==> src/rtl/mem_arb_pkg.sv <==
// Shared types for the NPC memory arbiter: FSM states, master IDs and
// the timeout-counter width helper.
package mem_arb_pkg;

  typedef enum logic [1:0] {ARB_IDLE, ARB_REQ, ARB_RESP, ARB_TOUT} arb_state_e;
  typedef enum logic {MST_IFU, MST_LSU} arb_mst_e;

  // Counter must hold TIMEOUT_CYC itself; a disabled timeout still needs one bit.
  function automatic int unsigned cnt_width(input int unsigned tmo);
    return (tmo == 0) ? 1 : $clog2(tmo + 1);
  endfunction

endpackage

==> src/rtl/arb_rr2.sv <==
// Two-way round-robin picker: on a tie the requester that did not win
// last time is granted. Bit 0 / last=0 is requester 0.
module arb_rr2 (
  input  logic [1:0] req,
  input  logic       last,
  output logic [1:0] gnt
);

  always_comb begin
    gnt = req;
    if (req == 2'b11) gnt = last ? 2'b01 : 2'b10;
  end

endmodule

==> src/rtl/mem_arbiter.sv <==
// IFU/LSU -> single memory port arbiter. One outstanding transaction,
// registered request payload, combinational response path, timeout error.
module mem_arbiter
  import mem_arb_pkg::*;
#(
  parameter int ADDR_W      = 32,
  parameter int DATA_W      = 32,
  parameter int TIMEOUT_CYC = 255
) (
  input  logic                clk,
  input  logic                rst_n,

  input  logic                ifu_req_valid,
  output logic                ifu_req_ready,
  input  logic [ADDR_W-1:0]   ifu_addr,
  output logic                ifu_resp_valid,
  input  logic                ifu_resp_ready,
  output logic [DATA_W-1:0]   ifu_rdata,
  output logic                ifu_err,

  input  logic                lsu_req_valid,
  output logic                lsu_req_ready,
  input  logic [ADDR_W-1:0]   lsu_addr,
  input  logic                lsu_wen,
  input  logic [DATA_W-1:0]   lsu_wdata,
  input  logic [DATA_W/8-1:0] lsu_wstrb,
  output logic                lsu_resp_valid,
  input  logic                lsu_resp_ready,
  output logic [DATA_W-1:0]   lsu_rdata,
  output logic                lsu_err,

  output logic                mem_req_valid,
  input  logic                mem_req_ready,
  output logic [ADDR_W-1:0]   mem_addr,
  output logic                mem_wen,
  output logic [DATA_W-1:0]   mem_wdata,
  output logic [DATA_W/8-1:0] mem_wstrb,
  input  logic                mem_resp_valid,
  output logic                mem_resp_ready,
  input  logic [DATA_W-1:0]   mem_rdata,
  input  logic                mem_err
);

  localparam int STRB_W = DATA_W / 8;
  localparam int CNT_W  = cnt_width(TIMEOUT_CYC);
  localparam logic [CNT_W-1:0] TO_VAL = CNT_W'(TIMEOUT_CYC);

  arb_state_e          state_q, state_d;
  arb_mst_e            owner_q, owner_d;
  arb_mst_e            last_grant_q, last_grant_d;
  logic [ADDR_W-1:0]   addr_q, addr_d;
  logic                wen_q, wen_d;
  logic [DATA_W-1:0]   wdata_q, wdata_d;
  logic [STRB_W-1:0]   wstrb_q, wstrb_d;
  logic [CNT_W-1:0]    cnt_q, cnt_d;

  logic [1:0]          gnt;
  logic                own_lsu;
  logic                own_ready;
  logic                resp_v;
  logic [DATA_W-1:0]   resp_rdata;
  logic                resp_err;
  logic [CNT_W-1:0]    cnt_inc;

  arb_rr2 u_rr (
    .req  ({lsu_req_valid, ifu_req_valid}),
    .last (last_grant_q == MST_LSU),
    .gnt  (gnt)
  );

  assign own_lsu   = (owner_q == MST_LSU);
  assign own_ready = own_lsu ? lsu_resp_ready : ifu_resp_ready;
  assign cnt_inc   = cnt_q + 1'b1;

  // Request side: ready only toward the IDLE winner.
  assign ifu_req_ready = (state_q == ARB_IDLE) && gnt[0];
  assign lsu_req_ready = (state_q == ARB_IDLE) && gnt[1];
  assign mem_req_valid = (state_q == ARB_REQ);
  assign mem_addr      = addr_q;
  assign mem_wen       = wen_q;
  assign mem_wdata     = wdata_q;
  assign mem_wstrb     = wstrb_q;

  // Response side: slave passes straight through in RESP, synthetic error in TOUT.
  always_comb begin
    resp_v         = 1'b0;
    resp_rdata     = '0;
    resp_err       = 1'b0;
    mem_resp_ready = 1'b1;
    unique case (state_q)
      ARB_RESP: begin
        resp_v         = mem_resp_valid;
        resp_rdata     = mem_rdata;
        resp_err       = mem_err;
        mem_resp_ready = own_ready;
      end
      ARB_TOUT: begin
        resp_v   = 1'b1;
        resp_err = 1'b1;
      end
      default: ;
    endcase
  end

  assign ifu_resp_valid = resp_v && !own_lsu;
  assign lsu_resp_valid = resp_v && own_lsu;
  assign ifu_rdata      = resp_rdata;
  assign lsu_rdata      = resp_rdata;
  assign ifu_err        = resp_err;
  assign lsu_err        = resp_err;

  always_comb begin
    state_d      = state_q;
    owner_d      = owner_q;
    last_grant_d = last_grant_q;
    addr_d       = addr_q;
    wen_d        = wen_q;
    wdata_d      = wdata_q;
    wstrb_d      = wstrb_q;
    cnt_d        = cnt_q;
    unique case (state_q)
      ARB_IDLE: begin
        if (gnt[1]) begin
          owner_d      = MST_LSU;
          last_grant_d = MST_LSU;
          addr_d       = lsu_addr;
          wen_d        = lsu_wen;
          wdata_d      = lsu_wdata;
          wstrb_d      = lsu_wstrb;
          state_d      = ARB_REQ;
        end else if (gnt[0]) begin
          owner_d      = MST_IFU;
          last_grant_d = MST_IFU;
          addr_d       = ifu_addr;
          wen_d        = 1'b0;
          wdata_d      = '0;
          wstrb_d      = '0;
          state_d      = ARB_REQ;
        end
      end
      ARB_REQ: begin
        if (mem_req_ready) begin
          state_d = ARB_RESP;
          cnt_d   = '0;
        end
      end
      ARB_RESP: begin
        if (mem_resp_valid) begin
          if (own_ready) state_d = ARB_IDLE;
        end else if (TIMEOUT_CYC != 0) begin
          cnt_d = cnt_inc;
          if (cnt_inc == TO_VAL) state_d = ARB_TOUT;
        end
      end
      ARB_TOUT: begin
        if (own_ready) state_d = ARB_IDLE;
      end
      default: state_d = ARB_IDLE;
    endcase
  end

  always_ff @(posedge clk or negedge rst_n) begin
    if (!rst_n) begin
      state_q      <= ARB_IDLE;
      owner_q      <= MST_IFU;
      last_grant_q <= MST_IFU;
      addr_q       <= '0;
      wen_q        <= 1'b0;
      wdata_q      <= '0;
      wstrb_q      <= '0;
      cnt_q        <= '0;
    end else begin
      state_q      <= state_d;
      owner_q      <= owner_d;
      last_grant_q <= last_grant_d;
      addr_q       <= addr_d;
      wen_q        <= wen_d;
      wdata_q      <= wdata_d;
      wstrb_q      <= wstrb_d;
      cnt_q        <= cnt_d;
    end
  end

endmodule

==> config.mk <==
export PLATFORM = sky130hd
export DESIGN_NAME = mem_arbiter
export DESIGN_NICKNAME = d
export VERILOG_FILES = /design/src/rtl/mem_arb_pkg.sv /design/src/rtl/arb_rr2.sv /design/src/rtl/mem_arbiter.sv
export SDC_FILE = /design/constraint.sdc
export NUM_CORES = 1
export LEC_CHECK = 0
export BUFFER_PORTS_ARGS = -buffer_cell sky130_fd_sc_hd__buf_2
export CAP_MARGIN = 20
export CELL_PAD_IN_SITES_DETAIL_PLACEMENT = 0
export CELL_PAD_IN_SITES_GLOBAL_PLACEMENT = 1
export CORE_MARGIN = 3
export CORE_UTILIZATION = 27
export CTS_BUF_LIST = sky130_fd_sc_hd__clkbuf_4
export DETAILED_ROUTE_END_ITERATION = 7
export PLACE_DENSITY = 0.88
export SYNTH_ARGS = -nofsm -noshare
export SYNTH_HDL_FRONTEND = slang
export SYNTH_SLANG_ARGS = --single-unit
==> constraint.sdc <==
create_clock -name clk -period 1.55 [get_ports clk]
set_input_delay 0.155 -clock clk [delete_from_list [all_inputs] [get_ports clk]]
set_output_delay 0.155 -clock clk [all_outputs]
set_load 0.02 [all_outputs]
# == Word-level counts from Yosys, hierarchy flattened ==
# Cells that the tools add are included.
# totals
ff_bits,80
inputBits,142
elab_cells,54
# op_classes
addsub,1
n_eq_ne,9
muxes,26
reduce_logical,11
# op_table
op,n
32-bit two-way mux,5
2-bit two-way mux,8
8-bit two-way mux,2
8-bit case mux with 2 select lines,1
8-bit by 1-bit adder with 8-bit output (second input constant),1
8-bit == test (second input constant),1
4-bit two-way mux,2
2-bit case mux with 4 select lines,1
2-bit == test (second input constant),3
3-bit inequality test (second input constant),2
3-bit AND reduction,2
1-bit two-way mux,5
1-bit logical AND,4
1-bit case mux with 2 select lines,2
2-bit nonzero test,2
2-bit by 1-bit == test with 1-bit output (second input constant),1
2-bit zero test,1
2-bit by 1-bit inequality test with 1-bit output (second input constant),1
2-bit inequality test (second input constant),1
2-bit AND reduction,1
1-bit zero test,1

# == Logic depth before layout (Yosys ltp) ==
# Gate-level depths: netlist of the first run.
# depth
depth_word,5
mapped_depth,6

# == Hierarchy ==
# From an unflattened synthesis of the first run, not the netlist that was laid out.
# hier_totals
hier_cells,376
area_unflattened_um2,3912.5
# by_module_without_submodules
mod,instances,cells_each,area_per_inst_um2,seq_area_each_um2
mem_arbiter,1,373,3893.7,2001.9
arb_rr2,1,3,18.8,0.0

# == Least setup slack after synthesis of the first run ==
# Ideal clock, no wire load.
# synth_timing
path_type,register -> register
startpoint,register state_q[0]
endpoint,register last_grant_q
setup_time_ns,0.179
arrival_time_ns,1.836
required_time_ns,1.371
setup_slack_ns,-0.465
stages_incl_launch_ff,4
period_less_slack_ns,2.015
path_cell_list,dfrtp_1 > buf_2 > a2111oi_0 > o21bai_1
# synth_via
elab_chain_cells,2
# synth_lines
element,line,source
from (decl),mem_arbiter.sv:48,"arb_state_e state_q, state_d;"
from (signal assigned),mem_arbiter.sv:173,state_q <= state_d;
2-bit zero test,mem_arbiter.sv:121,unique case (state_q)
2-bit AND reduction (no source line),n/a,
to (signal assigned),mem_arbiter.sv:175,last_grant_q <= last_grant_d;
to (decl),mem_arbiter.sv:50,"arb_mst_e last_grant_q, last_grant_d;"
# No other way between the ends.
# A chain may end at the register's enable or synchronous reset.

# == Worst setup path after layout of the first run ==
# layout_timing
startpoint,register state_q[1]
endpoint,output port ifu_rdata[13]
# layout_via
elab_chain_cells,2
# layout_lines
element,line,source
2-bit == test,mem_arbiter.sv:90,unique case (state_q)
32-bit two-way mux,mem_arbiter.sv:90,
to (decl),mem_arbiter.sv:18,"output logic [DATA_W-1:0] ifu_rdata,"
# No other way between the ends.

==> impl_metrics.json, run 1 <==
{
  "outcome": "finished with violations",
  "failed_checks": "setup timing",
  "internal_power_mw": 6.69,
  "grt.total_usage_pct": 18.3,
  "synthTopCellsByArea": "dfrtp_1 (51%), mux2i_1 (8.3%), a22o_1 (8.2%)",
  "synth_top_area_share_pct": 50.6,
  "antenna_found_initial": 1,
  "vias_per_cell": 4.58,
  "whs_endpoint": "mem_addr[12]$_DFFE_PN0P_",
  "max_freq_mhz": 563,
  "relSlewSlack_pct": 63.7,
  "critical_path.max_fanout": 29,
  "path_clk_slew_ns": 0.14,
  "highest_layer": "met4",
  "rsz0062_at_grt": "true",
  "die_w_um": 127,
  "synth-xor-area-share_pct": 0.664,
  "p_switching_mw": 5.26,
  "postSynthCellCount": 380,
  "skew_ns": 0.0163,
  "cts_num_sinks": 80,
  "die_h_um": 127,
  "initial_utilization_pct": 28.1,
  "min_from": "lsu_addr[12]",
  "seq_area_frac_synth_pct": 50.6,
  "yosys.area_share.simple_pct": 12.1,
  "crit_family": "flip-flops",
  "crit_buf_inv": 2,
  "regArea_um2": 2010,
  "route.met2.wl_mm": 7.73,
  "cts_root_buf": "clkbuf_4",
  "maxCapViolations": 0,
  "finalHoldViolations": 0,
  "rr_worst_depth": 5,
  "netSwitchingFraction_pct": 44.1,
  "p_per_area_nw_per_um2": 1680,
  "dieArea_um2": 16200,
  "grt_pass1_vias": 4466,
  "vias": 4283,
  "post-route-period-util_pct": 115,
  "p_leak_nw": 3.72,
  "tritoncts": "built",
  "synthAdderAreaFrac_pct": 0.632,
  "crit_start": "state_q[1]$_DFFE_PN0P_",
  "syn_area_um2": 3960,
  "yosysTopAreaCell": "dfrtp_1",
  "grt_max_degree": 50,
  "htreeDepth": 3,
  "setup_viol": 74,
  "layout_setup_ws_ns": -0.227,
  "synth_nets": 524,
  "rrSetupSlack_ns": -0.01,
  "wl_mm": 15.2,
  "overflow": 0,
  "tightest_slew_ns": 0.543,
  "synth_mux_area_share_pct": 8.34,
  "wl_met1_mm": 5.69,
  "yosys-top-cells-count": "dfrtp_1 (80), nand2_1 (43), a22o_1 (37), o21ai_0 (37), buf_4 (36)",
  "yosys_warnings": 0,
  "synth_ff_type": "dfrtp_1",
  "synth_top_family_by_area": "compound AO/OA/AOI/OAI gates",
  "antenna_left": 0,
  "holdWs_ns": 0.0564,
  "grt_pass1_wl_mm": 23.3,
  "r2r_end": "mem_wdata[27]$_DFFE_PN0P_",
  "slowest_stage": "dfrtp_2",
  "cp.required_ns": 1.39,
  "crit_arrival_ns": 1.62,
  "final_max_slew_viol_count": 0,
  "slowest_delay_ns": 0.44,
  "area_growth_syn_to_layout_pct": 79.1,
  "synthArstFlopShare_pct": 100,
  "ys_ff_latch": 80,
  "cts_made_buffers": 9,
  "core_um2": 14100,
  "drtIter0Drc": 204,
  "power_mw": 11.9,
  "clockBufferDepth": 2,
  "hold_path.class": "in2reg",
  "finalWeightedCongestion": 0.806,
  "clock_power_share_pct": 12.2,
  "portBuffers": 282,
  "drive_gt1_share_pct": 48.5,
  "nNetsFinal": 894,
  "hold_depth": 3,
  "syn_avg_cell_area_um2": 10.4,
  "period_needed_ns": 1.78,
  "ys_types": 38,
  "wl_per_cell_um": 16.2,
  "peakVddDrop_mv": 1.01,
  "seqPwrFrac_pct": 28.3,
  "critical_path_class": "reg2out",
  "place_ws_ns": 0.0521,
  "pin_count": 283,
  "combinationalPowerShare_pct": 59.5,
  "end_kind": "primary output",
  "dp_hpwl_mm": 9.89,
  "fin_util_pct": 50.3,
  "wl_met3_mm": 1.32,
  "synth_compound_area_share_pct": 17.1,
  "final.fill_count": 1235,
  "route.detailed.drc": 0,
  "synth_edf_count": 0,
  "drt_first_pass_iters": 4,
  "r2r_start": "state_q[1]$_DFFE_PN0P_",
  "clkLatencyLatePin_ns": 0.45,
  "synth.most_common_cell": "dfrtp_1",
  "multiInputGateArea_um2": 1650,
  "crit_chain": "nor2b_4, buf_12, and2_1, buf_2",
  "cp-start-kind": "flop",
  "num_rows": 43
}
==> worst max-delay path by stage <==
stage	end	slack, ns	cells past startpoint
finish	ifu_rdata[13]	-0.23	4
global route	lsu_rdata[27]	-0.33	4
CTS	ifu_rdata[12]	-0.30	4
detailed placement	mem_wdata[7]$_DFFE_PN0P_	0.05	4
global placement	mem_wstrb[3]$_DFFE_PN0P_	0.08	4
floorplan	lsu_rdata[21]	0.03	5
==> tightest hold or removal path, cell delays in order <==
cell and delay [ns]:
buf_2 0.08, mux2i_1 0.07, o21ai_0 0.16
==> power by group through the flow <==
stage	combinational (mW)	sequential (mW)	clock, mW
2_1_floorplan	3.10	4.25	0
6_report	7.12	3.38	1.46
4_1_cts	6.87	3.36	1.54
3_5_place_dp	5.98	3.40	0
5_1_grt	7.59	3.47	1.62
3_3_place_gp	5.91	3.38	0
==> through the flow <==
| step | instances | instance area [um^2] | setup TNS (ns) |
|---|---|---|---|
| floorplan | 380 | 3970 | 0 |
| global placement | 804 | 5460 | 0 |
| detailed placement | 804 | 5460 | 0 |
| CTS | 931 | 6970 | -17.85 |
| global route | 936 | 7090 | -21.21 |
| finish | 936 | 7090 | -13.40 |
==> cell type report <==
class                           instances  share of cell area [%]
Timing Repair Buffer                  420                    42.5
Antenna cell                            1                  0.0353
Clock inverter                          7                    1.43
Multi-Input combinational cell        233                    23.3
Inverter                                6                   0.318
Sequential cell                        80                    28.3
Tap cell                              180                    3.18
Clock buffer                            9                   0.953
==> cells in the final DEF, fill, tap and decap left out, types with 10 or more instances in the layout <==
cell type / instances
dfrtp_1: 77
and2_4: 10
and2_1: 23
o21ai_0: 36
buf_6: 22
dlygate4sd3_1: 101
buf_2: 213
a22o_1: 37
nand2_1: 42
buf_4: 79
mux2i_1: 32
==> registers in the layout, summed over array words and instances (netlist names) <==
signal and count:
cnt_q 8, last_grant_q 1, mem_addr 32, mem_wdata 32, mem_wen 1, mem_wstrb 4
state_q 2
==> kinds of logic after synthesis <==
group	Yosys count
simple gates	95
flops	80
xor+xnor	3
mux	33
fa+ha+maj	2
buf+inv	67
compound gates	100
==> layer usage <==
layer  GRT usage, %  up-vias
met3           4.81       36
met5              0        -
met4           7.32        0
met2           33.6      256
met1           20.0     1960
li1               -     2031
==> timing repair <==
| action | CTS | global route |
|---|---|---|
| pin swaps | 4 | 2 |
| cloned | 0 | 0 |
| resized for setup | 89 | 32 |
| endpoints found under the hold margin | 150 | 0 |
| buffers inserted | 10 | 4 |
| hold buffers | 101 | 0 |
| endpoints found under the setup margin | 72 | 111 |
(Power assumes the default switching activity.)
==> run 2: changes to the inputs <==
RECOVER_POWER = 50   (was unset)
==> run 2 against run 1 <==
Against the previous run:
- the flow still finishes with violations (setup timing)
- worst setup slack improved by 0.0039 ns
- critical path depth did not move
- die area did not move
- clock skew barely moved
- register-to-register slack barely moved
- global-route usage did not move
- non-clock buffer count did not move
- largest cell class unchanged
- largest power group unchanged
==> impl_metrics.json, run 2 (same netlist as run 1, synthesis figures left out) <==
{
  "crit_arrival_ns": 1.62,
  "fin_util_pct": 50.1,
  "crit_start": "state_q[0]$_DFFE_PN0P_",
  "slowest_stage": "dfrtp_2",
  "route.detailed.drc": 0,
  "antenna_left": 0,
  "die_w_um": 127,
  "period_needed_ns": 1.77,
  "wl_mm": 15.2,
  "rsz0062_at_grt": "true",
  "cp-start-kind": "flop",
  "drtIter0Drc": 170,
  "finish.instance_area_um2": 7060,
  "skew_ns": 0.0162,
  "clkLatencyLatePin_ns": 0.44,
  "num_rows": 43,
  "r2r_start": "state_q[0]$_DFFE_PN0P_",
  "path_clk_slew_ns": 0.14,
  "cts_num_sinks": 80,
  "cp.required_ns": 1.39,
  "dp_hpwl_mm": 9.89,
  "max_freq_mhz": 564,
  "relSlewSlack_pct": 37.5,
  "pin_count": 283,
  "holdWs_ns": 0.0597,
  "outcome": "finished with violations",
  "p_per_area_nw_per_um2": 1690,
  "peakVddDrop_mv": 1.01,
  "area_growth_syn_to_layout_pct": 78.3,
  "grt.total_usage_pct": 18.3,
  "wl_met1_mm": 5.72,
  "layout_setup_ws_ns": -0.223,
  "cts_made_buffers": 9,
  "p_leak_nw": 3.66,
  "failed_checks": "setup timing",
  "critical_path.max_fanout": 29,
  "slowest_delay_ns": 0.48,
  "maxCapViolations": 0,
  "tritoncts": "built",
  "min_from": "lsu_addr[12]",
  "grt_pass1_vias": 4466,
  "antenna_found_initial": 1,
  "wl_per_cell_um": 16.3,
  "drive_gt1_share_pct": 46.5,
  "post-route-period-util_pct": 114,
  "vias": 4257,
  "power_mw": 11.9,
  "crit_chain": "nor2b_4, buf_12, and2_1, buf_4",
  "vias_per_cell": 4.55,
  "clockBufferDepth": 2,
  "overflow": 0,
  "cts_root_buf": "clkbuf_4",
  "drt_first_pass_iters": 4,
  "grt_max_degree": 50,
  "dieArea_um2": 16200,
  "die_h_um": 127,
  "hold_path.class": "in2reg",
  "placedCellCount": 804,
  "htreeDepth": 3,
  "route.met2.wl_mm": 7.77,
  "highest_layer": "met4",
  "layout_common_cells": "buf_2 (200), dlygate4sd3_1 (101), dfrtp_1 (77), buf_4 (77), nand2_1 (42)",
  "nNetsFinal": 894,
  "tightest_slew_ns": 0.937,
  "final_max_slew_viol_count": 0,
  "grt_pass1_wl_mm": 23.3,
  "place_area_um2": 5460,
  "core_um2": 14100,
  "final_cell_count_no_fill": 936,
  "critical_path_class": "reg2out",
  "finalWeightedCongestion": 0.806,
  "final_common_cell": "buf_2",
  "initial_utilization_pct": 28.1,
  "wl_met3_mm": 1.30,
  "final.fill_count": 1246,
  "setup_viol": 73,
  "portBuffers": 282,
  "end_kind": "primary output",
  "finalHoldViolations": 0
}
-- run 2: cell types whose count changed in the layout (fill, tap and decap cells not counted), sizes merged --
cell    change
clkbuf     +15
buf        -15
-- run 2: final timing paths --
path                                       endpoint  slack, ns  depth (start not counted)
hold / removal             mem_addr[12]$_DFFE_PN0P_       0.06                          3
max in group asynchronous   mem_addr[5]$_DFFE_PN0P_       0.21                          3
hold reg to reg            mem_addr[18]$_DFFE_PN0P_       0.49                          2
setup reg to reg               cnt_q[4]$_DFFE_PN0P_      -0.01                          5
setup / recovery                       ifu_rdata[8]      -0.22                          4
min in group asynchronous  mem_wstrb[0]$_DFFE_PN0P_       0.36                          2
-- run 2: where the power goes --
| part | switching (mW) | internal (mW) |
|---|---|---|
| Combinational | 3.99 | 3.07 |
| Sequential | 0.488 | 2.90 |
| Clock | 0.788 | 0.670 |
| Total | 5.27 | 6.64 |
-- run 2: what timing repair did --
action	in CTS	in global routing
gates resized for setup	89	32
endpoints found under the setup margin	72	111
setup buffers	10	4
hold buffers	101	0
pin swaps	4	2
hold endpoints to repair	150	0
-- run 2: layout make-up --
type                            instances  area (um^2)  share of cell area (%)
Timing Repair Buffer                  420         2990                    42.3
Sequential cell                        80         2010                    28.4
Multi-Input combinational cell        233         1650                    23.4
Tap cell                              180          225                    3.19
Clock inverter                          7          101                    1.44
Clock buffer                            9         67.6                   0.957
Inverter                                6         22.5                   0.319
Antenna cell                            1         2.50                  0.0354
-- run 2: stage by stage --
stage | setup TNS [ns] | setup slack, ns
2_1_floorplan | 0 | 0.0296
5_1_grt | -21.21 | -0.330
3_5_place_dp | 0 | 0.0521
4_1_cts | -17.85 | -0.296
6_report | -13.09 | -0.223
3_3_place_gp | 0 | 0.0803
-- run 2: metal layers --
metal  up-vias  GRT usage, %
met2       245          33.6
met4         0          7.32
met3        33          4.81
li1       2032             -
met5         -             0
met1      1947          20.0
-- run 2: worst max-delay path: cells and delay by family, from the launching register on --
family,cells,cell delay [ns]
buffers and inverters,2,0.33
AND/OR/NAND/NOR,2,0.36
flip-flops,1,0.48
